`src/rtl/regfile_wb_sched.sv`:
```
// regfile_wb_sched
//   Register-file scheduler for the pipelined RV32 core. It keeps a scoreboard
//   of registers waiting on long-latency (load/mul/div) results and stalls
//   decode on RAW/WAW hazards against them. It also arbitrates the single
//   register-file write port between the ALU and the long unit. The long unit
//   is forced to win after STARVE_LIMIT consecutive denied cycles.
//
// Optional feature: define REGFILE_WB_SCHED_BYPASS_EN to let a consumer issue
//   in the same cycle as its producer's long-unit writeback. The value is
//   readable after the negedge register-file write. The same macro lets a
//   long op issue into a full window when a long grant frees a slot that
//   cycle.
//
// Ports
//   clk_i, rst_ni                         clock, async active-low reset
//   id_valid_i, id_rs1_i, id_rs2_i,
//   id_rd_i, id_rd_en_i, id_long_i        decode-stage instruction
//   id_stall_o                            decode must hold this cycle
//   alu_wb_valid_i/addr_i/data_i          ALU writeback
//   alu_wb_stall_o                        ALU writeback denied
//   lu_wb_valid_i/addr_i/data_i           long-unit writeback request
//   lu_wb_ready_o                         long-unit request accepted
//   rf_rd_addr_o/data_o/wren_o            register-file write port
//   busy_o                                scoreboard (bit 0 always 0)
//   outstanding_o                         long ops in flight
module regfile_wb_sched #(
   parameter int STARVE_LIMIT    = 4,
   parameter int MAX_OUTSTANDING = 4
) (
   input  logic        clk_i,
   input  logic        rst_ni,
   input  logic        id_valid_i,
   input  logic [4:0]  id_rs1_i,
   input  logic [4:0]  id_rs2_i,
   input  logic [4:0]  id_rd_i,
   input  logic        id_rd_en_i,
   input  logic        id_long_i,
   output logic        id_stall_o,
   input  logic        alu_wb_valid_i,
   input  logic [4:0]  alu_wb_addr_i,
   input  logic [31:0] alu_wb_data_i,
   output logic        alu_wb_stall_o,
   input  logic        lu_wb_valid_i,
   input  logic [4:0]  lu_wb_addr_i,
   input  logic [31:0] lu_wb_data_i,
   output logic        lu_wb_ready_o,
   output logic [4:0]  rf_rd_addr_o,
   output logic [31:0] rf_rd_data_o,
   output logic        rf_rd_wren_o,
   output logic [31:0] busy_o,
   output logic [4:0]  outstanding_o
);

   localparam logic [3:0] STARVE_MAX = 4'(STARVE_LIMIT);
   localparam logic [4:0] OUT_MAX    = 5'(MAX_OUTSTANDING);

   logic [31:0] busy_q, busy_d;
   logic [4:0]  outst_q, outst_d;
   logic [3:0]  wait_q, wait_d;

   logic        long_grant, alu_grant, forced;
   logic        issue, long_issue, full_stall;
   logic [31:0] busy_eff, set_vec, clr_vec;

   always_comb begin
      forced     = (wait_q == STARVE_MAX);
      // Outputs are held at 0 while reset is asserted, not just the state.
      long_grant = rst_ni && lu_wb_valid_i && (forced || !alu_wb_valid_i);
      alu_grant  = rst_ni && alu_wb_valid_i && !long_grant;

      clr_vec = '0;
      if (long_grant && lu_wb_addr_i != 5'd0) clr_vec[lu_wb_addr_i] = 1'b1;

`ifdef REGFILE_WB_SCHED_BYPASS_EN
      busy_eff   = busy_q & ~clr_vec;
      full_stall = id_long_i && (outst_q == OUT_MAX) && !long_grant;
`else
      busy_eff   = busy_q;
      full_stall = id_long_i && (outst_q == OUT_MAX);
`endif

      id_stall_o = rst_ni && id_valid_i &&
                   ((id_rs1_i != 5'd0 && busy_eff[id_rs1_i]) ||
                    (id_rs2_i != 5'd0 && busy_eff[id_rs2_i]) ||
                    (id_rd_en_i && id_rd_i != 5'd0 && busy_eff[id_rd_i]) ||
                    full_stall);

      issue      = rst_ni && id_valid_i && !id_stall_o;
      long_issue = issue && id_long_i;

      set_vec = '0;
      if (long_issue && id_rd_en_i && id_rd_i != 5'd0) set_vec[id_rd_i] = 1'b1;

      // Set wins over clear on the same register.
      busy_d    = (busy_q & ~clr_vec) | set_vec;
      busy_d[0] = 1'b0;

      outst_d = outst_q;
      if (long_issue && !long_grant && outst_q != 5'd31)     outst_d = outst_q + 5'd1;
      else if (!long_issue && long_grant && outst_q != 5'd0) outst_d = outst_q - 5'd1;

      if (long_grant || !lu_wb_valid_i) wait_d = 4'd0;
      else if (forced)                  wait_d = wait_q;
      else                              wait_d = wait_q + 4'd1;

      alu_wb_stall_o = rst_ni && alu_wb_valid_i && long_grant;
      lu_wb_ready_o  = long_grant;

      rf_rd_addr_o = 5'd0;
      rf_rd_data_o = 32'd0;
      rf_rd_wren_o = 1'b0;
      if (long_grant) begin
         rf_rd_addr_o = lu_wb_addr_i;
         rf_rd_data_o = lu_wb_data_i;
         rf_rd_wren_o = (lu_wb_addr_i != 5'd0);
      end else if (alu_grant) begin
         rf_rd_addr_o = alu_wb_addr_i;
         rf_rd_data_o = alu_wb_data_i;
         rf_rd_wren_o = (alu_wb_addr_i != 5'd0);
      end

      busy_o        = busy_q;
      outstanding_o = outst_q;
   end

   always_ff @(posedge clk_i or negedge rst_ni) begin
      if (!rst_ni) begin
         busy_q  <= '0;
         outst_q <= '0;
         wait_q  <= '0;
      end else begin
         busy_q  <= busy_d;
         outst_q <= outst_d;
         wait_q  <= wait_d;
      end
   end

endmodule

```
`config.mk`:
```
export PLATFORM = sky130hd
export DESIGN_NAME = regfile_wb_sched
export DESIGN_NICKNAME = d
export VERILOG_FILES = /design/src/rtl/regfile_wb_sched.sv
export SDC_FILE = /design/constraint.sdc
export NUM_CORES = 1
export LEC_CHECK = 0
export CELL_PAD_IN_SITES_DETAIL_PLACEMENT = 1
export CELL_PAD_IN_SITES_GLOBAL_PLACEMENT = 2
export CORE_MARGIN = 3
export CORE_UTILIZATION = 23
export CTS_CLUSTER_SIZE = 16
export DETAILED_ROUTE_END_ITERATION = 10
export PLACE_DENSITY_LB_ADDON = 0.1
export SYNTH_ARGS = -nofsm -noshare
export SYNTH_HDL_FRONTEND = slang
export SYNTH_SLANG_ARGS = --single-unit
```
`constraint.sdc`:
```
create_clock -name clk_i -period 4.7 [get_ports clk_i]
set_input_delay 0.94 -clock clk_i [delete_from_list [all_inputs] [get_ports clk_i]]
set_output_delay 0.94 -clock clk_i [all_outputs]
set_load 0.02 [all_outputs]
```
# Word level (Yosys, flattened, before mapping)
# Cells that the tools add are included.
# totals
ff_bits	40
inputBits	96
out_inout_bits	78
# classes
addsub	3
magnitude_cmp	6
n_eq_ne	4
n_mux	22
bitwise	3
n_reduce_logical	40
# op_table
cell	count
2-to-1 mux 32 bit	4
bitwise AND 32 bit	1
NOT 32 bit	1
bitwise OR 32 bit	1
nonzero test 5 bit	6
less-than comparator 5 x 6 -> 1 bit, second input constant	4
logical AND 1 bit	23
2-to-1 mux 5 bit	4
binary-select mux 1 bit (select 5 bit)	3
demux 1 bit (select 5 bit)	2
>= comparator 5 x 1 -> 1 bit, second input constant	2
2-to-1 mux 4 bit	2
2-to-1 mux 1 bit	7
adder 5 x 1 -> 5 bit, second input constant	1
equality test 5 x 3 -> 1 bit, second input constant	1
zero test 1 bit	5
logical OR 1 bit	5
!= test 5 bit, second input constant	1
subtractor 5 x 1 -> 5 bit, second input constant	1
adder 4 x 1 -> 4 bit, second input constant	1
equality test 4 x 3 -> 1 bit, second input constant	1
!= test 2 x 1 -> 1 bit, second input constant	1
nonzero test 2 bit	1

# Logic depth before layout (Yosys ltp)
# depth
depth_word	15
mapped_depth	17
depth_no_buf	16

# Least setup slack after synthesis
# Ideal clock, no wire load.
# synth_timing
path_kind	in2reg
start	in id_rs2_i[2]
end	reg outst_q[4] (netlist: outstanding_o[4])
setup_ns	0.123
t_arrival_ns	4.307
t_required_ns	4.577
slack_ns	0.270
cell_stages	14
path_buffers	1
path_cell_list	clkbuf_1 > mux4_2 > a22oi_1 > o311ai_1 > or4b_4 > a2111oi_4 > nand2_1 > ha_1 > a21o_1 > a21oi_1 > nor3b_1 > a21bo_2 > or3_1 > o221a_2
# synth_via
elab_chain_cells	14
elab_cells_between_ends	18
cone_classes	3 x mux; 15 x reduce/logical
# synth_rtl
item	line	text
start, declared	34	input logic [4:0] id_rs2_i,
binary-select mux 1 bit (select 5 bit)	84	(id_rs2_i != 5'd0 && busy_eff[id_rs2_i]) ||
2-to-1 mux 1 bit (not written as such)	84	
logical AND 1 bit (*)	84	
logical OR 1 bit (*)	83	((id_rs1_i != 5'd0 && busy_eff[id_rs1_i]) ||
logical OR 1 bit (*)	84	
logical OR 1 bit (*)	85	(id_rd_en_i && id_rd_i != 5'd0 && busy_eff[id_rd_i]) ||
logical AND 1 bit (*)	82	id_stall_o = rst_ni && id_valid_i &&
zero test 1 bit (*)	88	issue = rst_ni && id_valid_i && !id_stall_o;
logical AND 1 bit (*)	88	
logical AND 1 bit (*)	89	long_issue = issue && id_long_i;
zero test 1 bit	100	else if (!long_issue && long_grant && outst_q != 5'd0) outst_d = outst_q - 5'd1;
logical AND 1 bit (2 in series)	100	
nonzero test 2 bit (no line)	-	
end signal, assigned	133	outst_q <= outst_d;
end, declared	58	logic [4:0] outst_q, outst_d;
# Mark *: on every way between the ends. The rest lies on a longest branch, timed or not. The select of a mux whose other input is x is not followed.
# A chain may end at the register's enable or synchronous reset.

# Final worst setup path
# layout_timing
start	in id_rd_i[0]
end	reg outst_q[4] (netlist: outstanding_o[4])
# layout_via
elab_chain_cells	13
elab_cells_between_ends	18
cone_classes	3 x mux; 15 x reduce/logical
# layout_rtl
item	line	text
start, declared	35	input logic [4:0] id_rd_i,
binary-select mux 1 bit (select 5 bit) or nonzero test 5 bit (tied branches)	85	
2-to-1 mux 1 bit (not written as such) or logical AND 1 bit (tied branches)	85	
logical AND 1 bit (*)	85	
logical OR 1 bit (*)	84	
logical OR 1 bit (*)	85	
logical AND 1 bit (*)	82	
zero test 1 bit (*)	88	
logical AND 1 bit (*)	88	
logical AND 1 bit (*)	89	
zero test 1 bit	100	
logical AND 1 bit (2 in series)	100	
nonzero test 2 bit (no line)	-	
# Marks and branches as above.

==> summary.md <==
| Metric | Value |
|---|---|
| HPWL after DPL | `approximately 14 mm` |
| GP Congestion | `0.800` |
| Reg clk slew, reported paths | `around 60 ps` |
| Max Fclk | `224 MHz` |
| Post-synth top area cell | `dfrtp_1` |
| Net count, final | `691` |
| Leakage | `roughly 2.3 nW` |
| CP Capture Type | `flip-flop` |
| Total global routing overflow | `0` |
| Num CTS Buffers | `5` |
| MaxCap Viol Count | `0` |
| Core Region | `between 10000 and 15000 um2` |
| Share of cells above drive strength 1 | `15.6%` |
| Unrepaired setup endpoints after global routing | `no` |
| Total power | `1.55 mW` |
| Vias | `roughly 4100` |
| Synthesized area | `around 3600 um2` |
| Number of remaining DRC errors | `0` |
| Top cells by area, synth | `dfrtp_1, a22o_1, o21ai_0` |
| Number of port buffers | `approximately 170` |
| VDD IR max | `roughly 0.00013 V` |
| Die ar. | `17100 um2` |
| Tmin final | `between 4000 and 5000 ps` |
| Hold_buf cts | `0` |
| R2R cell count | `13` |
| Vias per inst | `5.28` |
| Gr usage total | `approximately a fifth` |
| Avg Inst Size Synth | `a little under 9 um2` |
| Avg WL per Cell | `22.1 um` |
| Initial core utilization | `about 24%` |
| Largest net degree at the start of global routing | `between 40 and 50` |
| Max Slew Vio Count | `0` |
| Most common cell after layout, fill and taps aside | `clkdlybuf4s50_1` |
| Postcts setup bufs | `0` |
| Initial DRT Pass Iterations | `4` |
| Antenna violation net count after detailed routing | `0` |
| Instance count of the mapped netlist | `around 400` |
| Outcome | `finished clean` |
| Final hold violation count | `0` |
| Cell count after placement | `766` |
| Antenna violations before repair | `0` |
| Synthesis Warnings | `0` |
| Place WS | `-436 ps` |
| Vert. Die Dim | `between 100 and 150 um` |
| Drt initial violations | `approximately 150` |
| Final Non-Filler Cells | `just under 800` |
| Area share of the largest cell type after synthesis | `roughly 28%` |
| Worst hold stages | `2` |
| Cell Area, Placed | `5680 um2` |
| Ports | `~170` |
| Multi-input gate area | `approximately 2400 um2` |
| Async SR Flop Fraction | `between 90% and 100%` |
| Longest Clk Path Bufs | `2` |
| Hold WC Path Type | `reg -> reg` |
| Worst Path Arrival | `between 4000 and 5000 ps` |
| Synth unique cells | `64` |
| Die Wd | `131 um` |
| Final worst slack | `roughly 240 ps` |
| Worst Setup Start Kind | `input pin` |
| Commonest cells after routing, fill and taps aside | `clkdlybuf4s50_1, o21ai_0, dfrtp_1` |
| Final setup fails | `0` |
| Antenna diode count | `0` |
| Post-Syn Nets | `roughly 510` |
| Post-synth EDFFs | `0` |
| Total Negative Setup Slacks | `0 ps` |
| Post-Route WL | `17.1 mm` |
| # rows | `between 40 and 50` |
| Pwr/cell area | `about 260 nW/um2` |
| Clock Skew | `10.8 ps` |
| Clk_lat worst skew | `a little under 300 ps` |
| Vias in the first global route | `~4400` |
| P&R area growth vs syn | `64.4%` |
| CTS Root Cell | `clkbuf_16` |
| Synth Flop Type | `dfrtp_1` |
| Final period util | `a little over nine tenths` |
| H-tree depth | `2` |
| Seq/Total Area, Yosys | `approximately 28%` |
| Area occupied by registers | `1000 um2` |
| CTS tree | `built` |
| Synthesized flop and latch total | `40` |
| First-pass GRT wire length | `around 26 mm` |
| Worst slew margin | `54.0%` |
| Worst-Margin Slew | `roughly 690 ps` |
| Crit Path Max Fanout | `4` |
| # fillers | `approximately 1700` |
| CP required | `about 4900 ps` |
| Cell area after layout | `around 5900 um2` |
| Clock Sinks | `40` |
| Crit Path Category | `in -> reg` |
state kept, by name, indices dropped and copies added (netlist names):
register / cells
busy_o: 31
outstanding_o: 5
wait_q: 4
metal layers:
metal | global-route usage [%] | share of wire, % | up-vias
li1 | - | - | 1903
met1 | 25.6 | 42 | 2052
met2 | 34.0 | 51 | 121
met3 | 3.17 | 5.5 | 13
met4 | 3.39 | 1.0 | 0
met5 | 0 | 0 | -
power breakdown:
part | internal, mW | switching (mW) | total [mW] | leakage (nW)
registers | 0.387 | 0.0798 | 0.467 | 0.538
logic | 0.355 | 0.317 | 0.672 | 1.72
clock network | 0.266 | 0.146 | 0.412 | 0.0871
total | 1.01 | 0.542 | 1.55 | 2.34
per-stage QoR:
step	utilization (%)	hold WS, ps
floorplan	-	535
global placement	38.2	555
detailed placement	38.2	566
CTS	39.4	575
global route	39.5	626
finish	39.5	582
repair_timing:
action                     4_1_cts  5_1_grt
pin swaps                        0        1
gates resized for setup          4        4
setup endpoints to repair        2        2
area by class of cell:
class                           count  area share, %
Multi-Input combinational cell    318           40.6
Timing Repair Buffer              212           34.6
Sequential cell                    40           17.0
Tap cell                          184           3.92
Clock buffer                        6           2.36
Inverter                           12          0.767
Clock inverter                      2          0.660
synthesized netlist by cell type (2+ instances only):
| library cell | n |
|---|---|
| a21oi_1 | 7 |
| o31ai_1 | 2 |
| nand3_1 | 15 |
| o22ai_1 | 5 |
| buf_6 | 3 |
| a21o_1 | 3 |
| or4_1 | 3 |
| inv_1 | 11 |
| nand2b_1 | 12 |
| a2111oi_0 | 2 |
| and3b_1 | 2 |
| nor3_1 | 6 |
| o21ai_0 | 54 |
| o31ai_2 | 11 |
| clkbuf_1 | 20 |
| nor2_1 | 15 |
| a211oi_1 | 3 |
| o32ai_1 | 3 |
| mux2_2 | 11 |
| ha_1 | 5 |
| and2_1 | 2 |
| nand2_1 | 31 |
| a221oi_1 | 2 |
| o41ai_1 | 2 |
| a22o_1 | 38 |
| nor3b_1 | 3 |
| xnor2_1 | 3 |
| xor2_1 | 2 |
| or2_2 | 2 |
| or3_1 | 2 |
| nand3b_1 | 6 |
| mux4_2 | 7 |
| buf_2 | 5 |
| mux2i_1 | 20 |
| dfrtp_1 | 40 |
| nor4_1 | 2 |
| nor2b_1 | 13 |
| buf_1 | 4 |
path summary, 6_finish.rpt:
check / start / end / slack, ps
worst min-delay path: wait_q[1] / wait_q[1] / 580
worst max register to register: busy_o[21] / outstanding_o[4] / 870
max in group asynchronous: rst_ni / busy_o[10] / 3440
worst max-delay path: id_rd_i[0] / outstanding_o[4] / 240
min in group asynchronous: rst_ni / wait_q[0] / 880
worst min register to register: wait_q[1] / wait_q[1] / 580
cells by family after synthesis:
kind of cell	Yosys count	synth area share (%)
flip-flops	40	28.0
adder cells (fa/ha/maj)	6	2.31
other	1	0.105
XOR/XNOR	5	1.23
AND/OR/NAND/NOR	124	19.0
buffers and inverters	45	5.64
multiplexers	39	13.8
AO/OA/AOI/OAI	143	29.9
worst max-delay path, cell delays in order:
cell,delay [ps]
clkdlybuf4s50_1,530
mux2_2,350
and4_1,210
o41ai_2,330
nand4_1,130
buf_4,170
a2111oi_4,390
nand2_2,130
ha_1,320
a21o_1,130
a21oi_1,90
nor3b_1,210
a21bo_2,250
or3_1,320
o221a_2,140
(Power assumes the default switching activity.)
